## config.mk

```make
export PLATFORM = sky130hd
export DESIGN_NAME = input_conditioner
export DESIGN_NICKNAME = d
export VERILOG_FILES = /design/src/rtl/input_conditioner.sv
export SDC_FILE = /design/constraint.sdc
export NUM_CORES = 1
export LEC_CHECK = 0
export ABC_AREA = 1
export BUFFER_PORTS_ARGS = -buffer_cell sky130_fd_sc_hd__buf_2
export CORE_AREA = 10 10 90 92
export DETAILED_ROUTE_END_ITERATION = 10
export DIE_AREA = 0 0 100 102
export PLACE_DENSITY = 0.66
export SLEW_MARGIN = 5
export SYNTH_ARGS = -nofsm -noshare
export SYNTH_HDL_FRONTEND = slang
export SYNTH_SLANG_ARGS = --single-unit
```

## constraint.sdc

```tcl
create_clock -name clk -period 1.5 [get_ports clk]
set_input_delay 0.225 -clock clk [delete_from_list [all_inputs] [get_ports clk]]
set_output_delay 0.225 -clock clk [all_outputs]
set_load 0.01 [all_outputs]
```

## src/rtl/input_conditioner.sv

```systemverilog
// Multi-channel input conditioner: per-channel synchronizer chain followed by a
// debounce counter, producing a clean registered level plus single-cycle
// rise/fall pulses and a shared busy flag. All outputs come straight from flops.
module input_conditioner #(
    parameter int unsigned N_CH            = 4,
    parameter int unsigned SYNC_STAGES     = 2,    // must be >= 2
    parameter int unsigned DEBOUNCE_CYCLES = 1000  // must be >= 1
) (
    input  logic            clk,
    input  logic            resetn,
    input  logic [N_CH-1:0] i_raw_in,
    output logic [N_CH-1:0] o_clean_out,
    output logic [N_CH-1:0] o_rise_pulse,
    output logic [N_CH-1:0] o_fall_pulse,
    output logic            o_busy
);

    localparam int unsigned CNT_W = $clog2(DEBOUNCE_CYCLES + 1);
    // Count value at which a still-mismatching level is accepted.
    localparam logic [CNT_W-1:0] CNT_LAST = CNT_W'(DEBOUNCE_CYCLES - 1);

    // Synchronizer stages; index SYNC_STAGES-1 is the metastability-free output.
    logic [N_CH-1:0]  r_sync [SYNC_STAGES];
    logic [N_CH-1:0]  w_sync;

    logic [CNT_W-1:0] r_cnt   [N_CH];
    logic [CNT_W-1:0] w_cnt_d [N_CH];

    logic [N_CH-1:0]  r_clean;
    logic [N_CH-1:0]  r_rise;
    logic [N_CH-1:0]  r_fall;
    logic             r_busy;

    logic [N_CH-1:0]  w_clean_d;
    logic [N_CH-1:0]  w_rise_d;
    logic [N_CH-1:0]  w_fall_d;
    logic             w_busy_d;

    assign w_sync = r_sync[SYNC_STAGES-1];

    // Shift every raw input through its synchronizer chain.
    always_ff @(posedge clk) begin
        if (!resetn) begin
            for (int unsigned s = 0; s < SYNC_STAGES; s++) begin
                r_sync[s] <= '0;
            end
        end else begin
            r_sync[0] <= i_raw_in;
            for (int unsigned s = 1; s < SYNC_STAGES; s++) begin
                r_sync[s] <= r_sync[s-1];
            end
        end
    end

    // Per-channel debounce decision: idle, keep counting, or accept the new level.
    always_comb begin
        w_clean_d = r_clean;
        w_rise_d  = '0;
        w_fall_d  = '0;
        w_busy_d  = 1'b0;
        for (int unsigned ch = 0; ch < N_CH; ch++) begin
            w_cnt_d[ch] = '0;
            if (w_sync[ch] != r_clean[ch]) begin
                if (r_cnt[ch] == CNT_LAST) begin
                    w_clean_d[ch] = w_sync[ch];
                    w_rise_d[ch]  = w_sync[ch];
                    w_fall_d[ch]  = ~w_sync[ch];
                end else begin
                    w_cnt_d[ch] = r_cnt[ch] + CNT_W'(1);
                end
            end
            // A match at any point before acceptance leaves the count at zero,
            // which is what rejects glitches shorter than the debounce window.
            w_busy_d = w_busy_d | (w_cnt_d[ch] != '0);
        end
    end

    // Register counters, clean level, pulses and busy.
    always_ff @(posedge clk) begin
        if (!resetn) begin
            for (int unsigned ch = 0; ch < N_CH; ch++) begin
                r_cnt[ch] <= '0;
            end
            r_clean <= '0;
            r_rise  <= '0;
            r_fall  <= '0;
            r_busy  <= 1'b0;
        end else begin
            for (int unsigned ch = 0; ch < N_CH; ch++) begin
                r_cnt[ch] <= w_cnt_d[ch];
            end
            r_clean <= w_clean_d;
            r_rise  <= w_rise_d;
            r_fall  <= w_fall_d;
            r_busy  <= w_busy_d;
        end
    end

    assign o_clean_out  = r_clean;
    assign o_rise_pulse = r_rise;
    assign o_fall_pulse = r_fall;
    assign o_busy       = r_busy;

endmodule

```

# After elaboration in Yosys (flattened, before gate mapping)
# Memories as Yosys holds them, arrays and structs flattened.
# Index checks and enable logic that the tools add are counted.
[totals]
mem_count = 2
ram_bits = 48
regBits = 13
[op_classes]
muxes = 16
add_sub_neg = 4
eq_ne = 8
bitwise = 13
n_reduce_logical = 12
[memory_table]
columns = ["memory", "words", "word_bits", "read_ports", "rd_ports_with_merged_regs", "write_ports", "line", "rtl"]
rows = [
  ["r_cnt", 4, 10, 4, 0, 4, "26", "logic [CNT_W-1:0] r_cnt [N_CH];"],
  ["r_sync", 2, 4, 2, 0, 2, "23", "logic [N_CH-1:0] r_sync [SYNC_STAGES];"],
]
[ops]
columns = ["cell", "count"]
rows = [
  ["$mux 10", 12],
  ["$add 10x1->10 const B", 4],
  ["$eq 10x10->1 const B", 4],
  ["$reduce_bool 10->1", 4],
  ["$reduce_and 3->1", 4],
  ["$or 1x1->1", 9],
  ["$mux 4", 2],
  ["$reduce_and 2->1", 4],
  ["$ne 1x1->1", 4],
  ["$not 1->1", 4],
  ["$mux 1", 2],
]

# Depth between registers and ports, before layout
[logic_depth]
word_depth = 7
mapped_depth = 13
ltp_nobuf = 13

# Worst setup path before layout
# OpenSTA, ideal clock, no wires.
[synth_path]
path_type = "register to register"
start = "memory r_cnt[1][0] (netlist name)"
end = "register r_busy (netlist: o_busy)"
t_required_ns = 1.372
period_less_slack_ns = 1.579
stages_incl_launch_ff = 13
path_slack_ns = -0.079
arrival_time_ns = 1.452
setup_ns = 0.128
path_cell_list = "dfxtp_1 ha_1 nand2_2 nor2_1 or2_2 nand3_1 nand2_1 nor2_1 nand2_1 nor2_1 nand2_1 nor2_1 nor2_1"
[synth_lines]
columns = ["element", "line", "rtl"]
rows = [
  ["start: declaration", "26", ""],
  ["end signal: assignment", "95", "r_busy <= w_busy_d;"],
  ["end: declaration", "32", "logic r_busy;"],
]

==> flow_summary.toml <==
[status]
status = "complete, but fails checks"
violations = "negative setup slack"

[yosys]
synth.largest_area_cell = "dfxtp_1"
synth_compound_area_share_pct = 4.584
yosys_warnings = 0
synthTopCellsByArea = "dfxtp_1 (42%), nand2_1 (14%), nor2_1 (13%)"
ys_seq_area_share_pct = 41.82
synth-simple-area-share_pct = 42.59
synthMuxAreaShare_pct = 0
synth_top_family_by_area = "simple AND/OR/NAND/NOR gates"
syn_inst = 439
synthXorXnorAreaFrac_pct = 1.200
syn_area_per_cell_um2 = 6.652
synth.net_count = 449
netlist.area_leader.share_pct = 41.82
ys_ff_latch = 61
synth_area_um2 = 2920
synth_fa_ha_area_share_pct = 1.714
ys_types = 26

[routing]
wl_um = 7091
ant_nets = 0
routedWlPerCell_um = 11.49
first_pass_iters = 5
drc = 0
vias = 2955
first_iter_violations = 152
avgViaCountPerCell = 4.789

[worst_setup_path]
cp_max_fo = 5
worstPathRequired_ns = 1.72
path_class = "flip-flop to flip-flop"
worst_ep_arrival_time_ns = 1.85
end_kind = "flip-flop"
startpoint_type = "flip-flop"

[sta]
drv_slew = 0
relSlewSlack_pct = 82.05
tightest_slew_ns = 0.2675
setup_viol = 1
setup_slack_ns = -0.1270
finClkSkew_ns = 0.007904
fin_crit_ns = 1.627
hold_viol_final = 0
max_freq_ghz = 0.6146
fin_crit_sh_pct = 108.5
rsz0062_at_grt = "true"

[clock_network]
clock_sinks = 61
clk-insertion-delay-late_ns = 0.33
clock_path_buffers = 2
clk_pin_slew_ns = 0.07
htreeDepth = 3
root_buffer = "clkbuf_8"
cts_tree = "done"
numCtsBuffers = 9

[final_layout]
final_common_cell = "nand2_1"
final_cell_mix = "nand2_1 (102), nor2_1 (87), buf_4 (72), inv_1 (53), dfxtp_1 (50)"
area_growth_pct = 38.13
n_antenna_cell = 0
final_layout_size_suffix_gt1_share_pct = 31.48
final_area_um2 = 4034
final_nets = 545

[power_and_ir_drop]
ir_drop_v = 0.0008401
leakagePower_uw = 0.001867
cellPowerDensity_nw_per_um2 = 768.7
power_uw = 3101

[floorplanning]
initial_utilization_pct = 46.52
die_area_um2 = 10200
coreArea_um2 = 6277
ios = 19
die_x_um = 100
fp.dieH_um = 102
rows = 29

[grt]
antenna_found_initial = 0
globalRouteOverflowTotal = 0
grt_pass1_wl_um = 12050
grt_max_degree = 48
track_usage_pct = 14.24
grt_pass1_vias = 2812

[run]
drv_cap = 0

[placement]
port_buffers = 18
gp_congestion = 0.8664
dp_hpwl_um = 5090
place_ws_ns = -0.1915
place_area_um2 = 3640

[worst_hold_path]
hp-class = "input port to flip-flop"
[path summary, 6_finish.rpt]
kind,startpoint,end,slack [ns],cells past startpoint
worst min register to register,r_sync[0][2],r_sync[0][6],0.41,2
worst max-delay path,r_cnt[1][0],o_busy,-0.13,12
worst min-delay path,i_raw_in[0],r_sync[0][0],0.07,3
worst max register to register,r_cnt[1][0],o_busy,-0.13,12
[synthesized netlist by cell type, drive strengths merged]
| cell type | number |
|---|---|
| a21oi | 7 |
| clkbuf | 6 |
| dfxtp | 61 |
| ha | 4 |
| inv | 57 |
| nand2 | 117 |
| nand3 | 30 |
| nand3b | 4 |
| nand4 | 5 |
| nor2 | 104 |
| nor3 | 15 |
| nor4 | 5 |
| o21ai | 13 |
| o21bai | 4 |
| or2 | 3 |
| xnor2 | 1 |
| xor2 | 3 |
[state kept, by name, indices dropped and copies added (netlist names)]
name          flops
o_busy            1
r_sync            8
o_fall_pulse      4
r_cnt            40
o_clean_out       4
o_rise_pulse      4
[routing by layer]
| layer | vias up | track usage [%] | part of all wire [%] |
|---|---|---|---|
| met2 | 41 | 24.94 | 49 |
| met1 | 1339 | 16.14 | 47 |
| met4 | 0 | 6.413 | 1.4 |
| met5 | - | 0 | 0 |
| met3 | 11 | 3.374 | 2.9 |
| li1 | 1564 | - | - |
[final cells by class]
cell class	instances	area, um^2
clock buffer	12	155.1
clock inverter	4	22.52
fill	546	2243
inverter	57	214.0
multi-input combinational	315	1658
sequential	61	1237
tap	77	96.34
timing repair buffer	91	650.6
[repair_timing]
| action | in CTS | in global routing |
|---|---|---|
| hold buffers | 0 | 0 |
| pin swaps | 18 | 2 |
| setup endpoints to repair | 1 | 3 |
| gates resized for setup | 26 | 11 |
| setup buffers | 11 | 0 |
[per-stage QoR]
step | cells | hold WS (ns) | utilization [%] | setup TNS, ns
5_1_grt | 617 | 0.06488 | 64.26 | -0.3297
6_report | 617 | 0.06944 | 64.26 | -0.1270
2_1_floorplan | 439 | 0.3226 | - | 0
3_3_place_gp | 590 | 0.3924 | 57.98 | -0.1547
3_5_place_dp | 590 | 0.3953 | 57.98 | -0.1915
4_1_cts | 617 | 0.05971 | 63.66 | -0.1149
[power breakdown]
part | switching [uW] | internal (uW) | total, uW
registers | 8.58 | 1630 | 1640
logic | 86.5 | 63.8 | 150
clock network | 626 | 681 | 1310
[logic make-up after synthesis]
| family | after synthesis |
|---|---|
| fa+ha+maj | 4 |
| flops | 61 |
| compound gates | 24 |
| xor+xnor | 4 |
| simple gates | 283 |
| buf+inv | 63 |
[critical path, stage by stage (launching register included)]
cell and delay (ns):
dfxtp_2 0.35, ha_4 0.15, nand2_4 0.06, nor2_4 0.13
nand3_4 0.12, nand2_2 0.11, nand2_2 0.08, nor2_4 0.13
nand2_1 0.06, nor2_1 0.10, nand3_1 0.09, nor2_1 0.10
nor2_1 0.04
Note: power is estimated with default switching activity, not from simulation.
